`src/rtl/axi_write_master.sv`:
```
// AXI4 write master: turns an AXI4-Stream into aligned INCR write bursts
// with a bounded number of outstanding AW requests.
module axi_write_master #(
    parameter int C_M_AXI_ADDR_WIDTH = 64,
    parameter int C_M_AXI_DATA_WIDTH = 128,
    parameter int C_XFER_SIZE_WIDTH  = C_M_AXI_ADDR_WIDTH,
    parameter int C_MAX_OUTSTANDING  = 16,
    parameter int C_MAX_BURST_LENGTH = 256
) (
    input  logic                            aclk,
    input  logic                            areset_n,
    input  logic                            ctrl_start,
    output logic                            ctrl_done,
    input  logic [C_M_AXI_ADDR_WIDTH-1:0]   ctrl_addr_offset,
    input  logic [C_XFER_SIZE_WIDTH-1:0]    ctrl_xfer_size_in_bytes,
    output logic                            m_axi_awvalid,
    input  logic                            m_axi_awready,
    output logic [C_M_AXI_ADDR_WIDTH-1:0]   m_axi_awaddr,
    output logic [7:0]                      m_axi_awlen,
    output logic                            m_axi_wvalid,
    input  logic                            m_axi_wready,
    output logic [C_M_AXI_DATA_WIDTH-1:0]   m_axi_wdata,
    output logic [C_M_AXI_DATA_WIDTH/8-1:0] m_axi_wstrb,
    output logic                            m_axi_wlast,
    input  logic                            m_axi_bvalid,
    output logic                            m_axi_bready,
    input  logic                            s_axis_tvalid,
    output logic                            s_axis_tready,
    input  logic [C_M_AXI_DATA_WIDTH-1:0]   s_axis_tdata
);

    localparam int AW      = C_M_AXI_ADDR_WIDTH;
    localparam int XW      = C_XFER_SIZE_WIDTH;
    localparam int BPB     = C_M_AXI_DATA_WIDTH / 8;
    localparam int LOG_BPB = $clog2(BPB);
    localparam int BL_4K   = 4096 / BPB;
    localparam int BL      = (BL_4K < C_MAX_BURST_LENGTH) ? BL_4K : C_MAX_BURST_LENGTH;
    localparam int LOG_BL  = $clog2(BL);
    localparam int VW      = $clog2(C_MAX_OUTSTANDING + 1);

    localparam logic [AW-1:0] BURST_BYTES = AW'(BL * BPB);
    localparam logic [XW-1:0] BPB_M1      = XW'(BPB - 1);
    localparam logic [XW-1:0] BL_M1_X     = XW'(BL - 1);
    localparam logic [XW-1:0] ONE_X       = XW'(1);
    localparam logic [7:0]    FULL_LEN    = 8'(BL - 1);
    localparam logic [VW-1:0] VAC_MAX     = VW'(C_MAX_OUTSTANDING);
    localparam logic [VW-1:0] ONE_V       = VW'(1);

    typedef enum logic [1:0] {
        S_IDLE,
        S_SETUP,
        S_ACTIVE,
        S_DRAIN
    } state_t;

    state_t          state_q;
    logic [AW-1:0]   addr_q;
    logic [XW-1:0]   beats_q;
    logic [XW-1:0]   total_q;
    logic [7:0]      final_len_q;
    logic [XW-1:0]   aw_cnt_q;
    logic [XW-1:0]   wb_cnt_q;
    logic [XW-1:0]   b_cnt_q;
    logic [7:0]      beat_q;
    logic [VW-1:0]   vac_q;
    logic [VW-1:0]   vac_d;
    logic            awvalid_q;
    logic [7:0]      awlen_q;
    logic            bready_q;
    logic            done_q;

    logic            aw_hs;
    logic            w_hs;
    logic            b_hs;
    logic            w_en;
    logic            last_burst;
    logic [7:0]      cur_len;
    logic            w_last;
    logic            b_final;

    // W is gated by registered counters only, so awready never reaches wdata/wvalid
    assign w_en       = (state_q == S_ACTIVE) && (aw_cnt_q > wb_cnt_q);
    assign aw_hs      = awvalid_q & m_axi_awready;
    assign w_hs       = m_axi_wvalid & m_axi_wready;
    assign b_hs       = m_axi_bvalid & bready_q;
    assign last_burst = (wb_cnt_q == (total_q - ONE_X));
    assign cur_len    = last_burst ? final_len_q : FULL_LEN;
    assign w_last     = w_en && (beat_q == cur_len);
    assign b_final    = (b_cnt_q == total_q)
                      || (b_hs && ((b_cnt_q + ONE_X) == total_q));

    always_comb begin
        vac_d = vac_q;
        if (aw_hs && !b_hs) begin
            vac_d = vac_q - ONE_V;
        end else if (b_hs && !aw_hs) begin
            vac_d = vac_q + ONE_V;
        end
    end

    assign m_axi_awvalid = awvalid_q;
    assign m_axi_awaddr  = addr_q;
    assign m_axi_awlen   = awlen_q;
    assign m_axi_wvalid  = s_axis_tvalid & w_en;
    assign s_axis_tready = m_axi_wready & w_en;
    assign m_axi_wdata   = s_axis_tdata;
    assign m_axi_wstrb   = '1;
    assign m_axi_wlast   = w_last;
    assign m_axi_bready  = bready_q;
    assign ctrl_done     = done_q;

    always_ff @(posedge aclk or negedge areset_n) begin
        if (!areset_n) begin
            state_q     <= S_IDLE;
            addr_q      <= '0;
            beats_q     <= '0;
            total_q     <= '0;
            final_len_q <= '0;
            aw_cnt_q    <= '0;
            wb_cnt_q    <= '0;
            b_cnt_q     <= '0;
            beat_q      <= '0;
            vac_q       <= VAC_MAX;
            awvalid_q   <= 1'b0;
            awlen_q     <= '0;
            bready_q    <= 1'b0;
            done_q      <= 1'b0;
        end else begin
            bready_q <= 1'b1;
            done_q   <= 1'b0;
            vac_q    <= vac_d;
            if (b_hs) begin
                b_cnt_q <= b_cnt_q + ONE_X;
            end
            unique case (state_q)
                S_IDLE: begin
                    if (ctrl_start) begin
                        addr_q   <= ctrl_addr_offset & ~(BURST_BYTES - AW'(1));
                        beats_q  <= (ctrl_xfer_size_in_bytes + BPB_M1) >> LOG_BPB;
                        aw_cnt_q <= '0;
                        wb_cnt_q <= '0;
                        b_cnt_q  <= '0;
                        beat_q   <= '0;
                        vac_q    <= VAC_MAX;
                        state_q  <= S_SETUP;
                    end
                end
                S_SETUP: begin
                    final_len_q <= 8'((beats_q - ONE_X) & BL_M1_X);
                    if (beats_q == '0) begin
                        total_q <= '0;
                        state_q <= S_DRAIN;
                    end else begin
                        total_q <= ((beats_q - ONE_X) >> LOG_BL) + ONE_X;
                        state_q <= S_ACTIVE;
                    end
                end
                S_ACTIVE: begin
                    // one idle cycle between AWs keeps the vacancy check on settled state
                    if (aw_hs) begin
                        awvalid_q <= 1'b0;
                        addr_q    <= addr_q + BURST_BYTES;
                        aw_cnt_q  <= aw_cnt_q + ONE_X;
                    end else if (!awvalid_q && (aw_cnt_q != total_q)
                                 && (vac_q != '0)) begin
                        awvalid_q <= 1'b1;
                        awlen_q   <= (aw_cnt_q == (total_q - ONE_X))
                                   ? final_len_q : FULL_LEN;
                    end
                    if (w_hs) begin
                        if (w_last) begin
                            beat_q   <= '0;
                            wb_cnt_q <= wb_cnt_q + ONE_X;
                            if (last_burst) begin
                                state_q <= S_DRAIN;
                            end
                        end else begin
                            beat_q <= beat_q + 8'd1;
                        end
                    end
                end
                S_DRAIN: begin
                    if (b_final) begin
                        state_q <= S_IDLE;
                        done_q  <= 1'b1;
                    end
                end
                default: state_q <= S_IDLE;
            endcase
        end
    end

endmodule

```
`config.mk`:
```
export PLATFORM = sky130hd
export DESIGN_NAME = axi_write_master
export DESIGN_NICKNAME = d
export VERILOG_FILES = /design/src/rtl/axi_write_master.sv
export SDC_FILE = /design/constraint.sdc
export NUM_CORES = 1
export LEC_CHECK = 0
export ABC_CLOCK_PERIOD_IN_PS = 10800
export BUFFER_PORTS_ARGS = -buffer_cell sky130_fd_sc_hd__buf_2
export CELL_PAD_IN_SITES_DETAIL_PLACEMENT = 1
export CELL_PAD_IN_SITES_GLOBAL_PLACEMENT = 2
export CORE_ASPECT_RATIO = 1.4
export CORE_MARGIN = 2
export CORE_UTILIZATION = 38
export CTS_BUF_LIST = sky130_fd_sc_hd__clkbuf_4
export DETAILED_ROUTE_END_ITERATION = 8
export GPL_TIMING_DRIVEN = 0
export PLACE_DENSITY = 0.95
export SLEW_MARGIN = 20
export SYNTH_ARGS = -nofsm -noshare
export SYNTH_HDL_FRONTEND = slang
export SYNTH_SLANG_ARGS = --single-unit
```
`constraint.sdc`:
```
create_clock -name aclk -period 10.8 [get_ports aclk]
set_clock_uncertainty 0.05 [all_clocks]
set_input_delay 2.16 -clock aclk [delete_from_list [all_inputs] [get_ports aclk]]
set_output_delay 2.16 -clock aclk [all_outputs]
set_load 0.02 [all_outputs]
```
# Word level (Yosys, flattened, before mapping)
# Index checks and enable logic that the tools add are counted.
[classes]
n_mux = 34
n_reduce_logical = 23
magnitude_cmp = 1
bitwise_logic = 6
add_sub_neg = 11
n_eq_ne = 15
[ops]
columns = ["op", "n"]
rows = [
  ["64-bit 2-to-1 mux", 9],
  ["64-bit one-hot mux with 2 select lines", 3],
  ["64-bit == test", 4],
  ["64-bit by 1-bit adder with 64-bit output (second input constant)", 3],
  ["64-bit by 13-bit adder with 64-bit output (second input constant)", 1],
  ["64-bit by 4-bit adder with 64-bit output (second input constant)", 1],
  ["64-bit > comparator", 1],
  ["64-bit zero test", 1],
  ["64-bit inequality test", 1],
  ["64-bit by 1-bit subtractor with 64-bit output (second input constant)", 1],
  ["60-bit by 1-bit subtractor with 61-bit output (second input constant)", 1],
  ["56-bit by 1-bit adder with 57-bit output (second input constant)", 1],
  ["57-bit 2-to-1 mux", 1],
  ["8-bit 2-to-1 mux", 5],
  ["5-bit 2-to-1 mux", 4],
  ["8-bit one-hot mux with 2 select lines", 1],
  ["2-bit inequality test (second input constant)", 6],
  ["2-bit 2-to-1 mux", 5],
  ["3-bit AND reduction", 3],
  ["8-bit by 1-bit adder with 8-bit output (second input constant)", 1],
  ["8-bit == test", 1],
  ["2-bit one-hot mux with 4 select lines", 1],
  ["1-bit logical AND", 7],
  ["5-bit by 1-bit adder with 5-bit output (second input constant)", 1],
  ["14 further kinds", 27],
]
[totals]
output_inout_bits = 222
regBits = 414
in_bits = 263

# Depth between registers and ports, before layout
[logic_depth]
word_depth = 8
depth_mapped = 19
depth_no_buf = 17

# Worst setup path before layout
# No wires, ideal clock.
[synth_timing]
kind = "register to output"
from = "register total_q[0]"
to = "output port m_axi_wlast"
stages_incl_launch_ff = 16
path_buffers = 2
path_slack_ns = 5.075
t_arrival_ns = 3.515
t_required_ns = 8.590
path_cell_list = "dfrtp_1 buf_4 inv_1 ha_1 clkbuf_1 nor3b_2 nand4_1 nor4_1 nor2_1 nor4b_1 and4_1 nor2b_1 a32oi_1 nor3_1 nand3_1 inv_1"
[synth_between]
elab_chain_len = 5
[synth_rtl]
columns = ["element", "line", "text"]
rows = [
  ["start: declaration", "59", "logic [XW-1:0] total_q;"],
  ["start signal: assignment", "154", "total_q <= ((beats_q - ONE_X) >> LOG_BL) + ONE_X;"],
  ["64-bit by 1-bit subtractor with 64-bit output", "86", "assign last_burst = (wb_cnt_q == (total_q - ONE_X));"],
  ["64-bit == test", "86", ""],
  ["8-bit 2-to-1 mux", "87", "assign cur_len = last_burst ? final_len_q : FULL_LEN;"],
  ["8-bit == test", "88", "assign w_last = w_en && (beat_q == cur_len);"],
  ["1-bit logical AND", "88", ""],
  ["end: declaration", "24", "output logic m_axi_wlast,"],
]
# No other way between the ends.

# Worst setup path after layout
# Ends and elaborated chain as after synthesis.

==> flow_metrics.py <==
metrics = {
    "placed_design": {
        "place_ws_ns": 2.79,
        "place_inst": 5382,
        "placed_area_um2": 35100,
        "place_hpwl_um": 121000,
        "portBuffers": 316,
        "place_congestion": 1.02,
    },
    "route": {
        "drt_wl_total_um": 145000,
        "routed_via_density": 5.86,
        "antenna_left": 0,
        "dr_total_vias": 32700,
        "firstDrtPassIters": 7,
        "post-route-drc-count": 0,
        "routedWlPerCell_um": 26.0,
        "drt_iter0_drc": 1891,
    },
    "critical_path": {
        "arrival_ns": 7.03,
        "critPathKind": "register to output pin",
        "startpoint_type": "register",
        "cp-end-kind": "output pin",
        "path_max_fanout": 10,
        "required_ns": 8.59,
    },
    "layout": {
        "multiInputGateArea_um2": 19500,
        "instances_no_fill": 5586,
        "drive_gt1_share_pct": 16.4,
        "synthToLayoutAreaGrowth_pct": 14.5,
        "fin_nets": 4755,
        "seq_area_um2": 9890,
        "finalInstanceArea_um2": 36500,
        "n_fill_cell": 10300,
    },
    "clock_network": {
        "cts_buffers": 108,
        "cts_root_buffer": "clkbuf_4",
        "hold_buffers": 0,
        "clock_latency_ns": 1.07,
        "postCtsResizedCells": 0,
        "clk_pin_slew_ns": 0.07,
        "cts.sinks": 395,
        "cts_tree": "yes",
        "htreeDepth": 3,
        "clockBufferDepth": 3,
        "cts_setup_buffers": 0,
    },
    "synthesis": {
        "syn_inst": 3953,
        "synth_top_area_share_pct": 31.0,
        "netlist-cell-type-count": 93,
        "synthTopCellsByArea": "dfrtp_1 (31%), xnor2_1 (7.9%), xor2_1 (6.6%)",
        "synth_common_cells": "dfrtp_1 (394), nand2_1 (361), nor2_1 (331)",
        "synth_async_sr_flop_share_pct": 100,
        "syn_area_um2": 31800,
        "yosysMostFrequentCell": "dfrtp_1",
        "synth_warnings": 0,
        "ys_seq_area_share_pct": 31.0,
        "synth.largest_area_cell": "dfrtp_1",
        "syn_avg_cell_area_um2": 8.05,
        "synth_ff_type": "dfrtp_1",
        "synth_edf_count": 0,
        "synth_seq_cells": 395,
    },
    "grt": {
        "grt_max_degree": 93,
        "grt_pass1_vias": 34000,
        "gr-total-overflow": 0,
        "antenna_found_initial": 11,
        "grt_pass1_wl_um": 214000,
        "track_usage_pct": 33.1,
    },
    "pwr": {
        "vdd_drop_max_uv": 88.2,
        "leakage_nw": 15.1,
        "power.density_nw_per_um2": 219,
        "pwr-share-comb_pct": 54.6,
        "p_int_mw": 3.87,
        "pwr-share-clk_pct": 17.5,
        "swShare_pct": 51.5,
        "seq_power_share_pct": 27.9,
        "p_sw_mw": 4.11,
    },
    "timing": {
        "rsz0062_at_grt": "false",
        "fmax_mhz": 108,
        "setup_ws_ns": 1.56,
        "period_share_pct": 85.5,
        "min_period_ns": 9.24,
        "hold_viol_final": 0,
        "slew_headroom_pct": 19.4,
        "worst_slew_pin_slew_ns": 1.20,
        "slew_viol_final": 0,
        "setup_violations": 0,
    },
    "job": {
        "drv_cap": 0,
    },
    "worst_hold_path": {
        "hp-class": "register to register",
    },
    "run_status": {
        "status": "finished clean",
    },
    "die": {
        "die_area_um2": 86200,
        "core_um2": 83000,
        "row_count": 125,
        "initial_core_util_pct": 38.3,
        "pin_count": 485,
        "dieWidth_um": 249,
        "die_h_um": 346,
    },
}
==> final timing paths <==
| kind | start | end | slack [ns] | depth (start not counted) |
|---|---|---|---|---|
| worst max-delay path | total_q[0] | m_axi_wlast | 1.56 | 16 |
| worst min-delay path | m_axi_awlen[4] | m_axi_awlen[4] | 0.46 | 1 |
| worst max register to register | total_q[0] | beat_q[6] | 3.68 | 18 |
| worst min register to register | m_axi_awlen[4] | m_axi_awlen[4] | 0.46 | 1 |
| max in group asynchronous | areset_n | m_axi_awaddr[19] | 8.37 | 3 |
| min in group asynchronous | areset_n | aw_cnt_q[60] | 1.01 | 1 |
==> through the flow <==
stage | power, mW | TNS [ns] | utilization, % | hold slack [ns]
floorplan | 4.86 | 0 | - | 0.422
global placement | 6.42 | -283.75 | 42.0 | 0.437
detailed placement | 6.52 | 0 | 42.2 | 0.442
CTS | 7.96 | 0 | 43.8 | 0.467
global route | 8.46 | 0 | 43.9 | 0.480
finish | 7.98 | 0 | 43.9 | 0.464
==> registers in the layout, summed over array words and instances, names as in the netlist <==
| signal | flops |
|---|---|
| m_axi_awvalid | 1 |
| final_len_q | 8 |
| vac_q | 5 |
| aw_cnt_q | 64 |
| state_q | 2 |
| beats_q | 60 |
| m_axi_awlen | 8 |
| b_cnt_q | 64 |
| wb_cnt_q | 64 |
| beat_q | 8 |
| ctrl_done | 1 |
| m_axi_bready | 1 |
| m_axi_awaddr | 52 |
| total_q | 57 |
==> kinds of logic (layout without fill, tap and decap cells) <==
| family | count (synthesis) | after routing | synth area share, % |
|---|---|---|---|
| DFF | 395 | 395 | 31.0 |
| and+or+nand+nor | 1661 | 1661 | 27.3 |
| buffers and inverters | 521 | 1040 | 8.20 |
| other | 2 | 37 | 0.0236 |
| xor gates and xnor gates | 529 | 529 | 14.6 |
| AOI/OAI and AO/OA | 704 | 704 | 13.7 |
| adders and majority gates | 79 | 79 | 3.10 |
| muxes | 62 | 62 | 2.08 |
==> critical path, cell delays in order, from the launching register on <==
cell and delay (ns):
dfrtp_1 0.36, buf_4 0.19, inv_1 0.10, ha_1 0.15
clkbuf_1 0.40, nor3b_2 0.69, nand3_1 0.19, clkbuf_1 0.39
nor4_1 0.71, xnor2_1 0.29, a221oi_1 0.58, nand4_1 0.26
nor4b_1 0.96, a21o_1 0.15, nand3_1 0.23, inv_1 0.14
buf_2 0.17
==> layer usage <==
| metal | share of wire [%] | vias up | GRT usage, % |
|---|---|---|---|
| met5 | 0.019 | - | 0 |
| met4 | 7.8 | 4 | 24.1 |
| met3 | 4.8 | 375 | 5.22 |
| met2 | 51 | 1148 | 60.1 |
| met1 | 36 | 16300 | 34.6 |
| li1 | - | 14900 | - |
==> power by group through the flow <==
stage                     registers [mW]  logic (mW)  clock network, mW
after floorplan                     2.25        2.61                  0
after global placement              2.23        4.20                  0
after CTS                           2.22        4.29               1.44
after detailed placement            2.24        4.28                  0
final                               2.22        4.36               1.40
after global routing                2.28        4.66               1.51
==> layout make-up <==
class | count | share of cell area [%]
repair buffers | 323 | 4.72
plain buffers | 384 | 5.75
flip-flops and latches | 395 | 27.1
clock buffers | 143 | 2.95
clock inverters | 53 | 0.779
diodes | 8 | 0.0549
well taps | 1079 | 3.70
multi-input cells | 3064 | 53.5
inverters | 137 | 1.41
==> layout by cell type, fill, tap and decap left out, types with 16 or more instances in the layout <==
cell type  synthesis  routed
nor4_1            96      91
a31oi_1           19      18
xor2_1           240     240
clkbuf_4           0     143
and3_1            73      73
and4_1            33      33
clkinv_1           2      40
xnor2_1          288     288
clkbuf_1         191     190
a22o_1            17      17
a21oi_1          205     205
nand4_1          129     129
buf_2             15     331
nand3_1          224     224
mux2_2            23      23
o22ai_1           64      64
nor4_2            13      17
inv_1            135     135
nor2b_1           30      30
o31ai_1           39      38
or4_1             71      71
nor2_1           331     331
a21o_1            18      18
ha_1              79      79
buf_4            157     159
conb_1             2      29
or3_1             87      87
nand2b_1          16      16
mux2i_1           38      38
nand2_1          361     361
dfrtp_1          394     394
and2_1            26      26
nor3_1           105     103
o21ai_0          199     199
No activity file was read; power rests on OpenSTA's default activity.
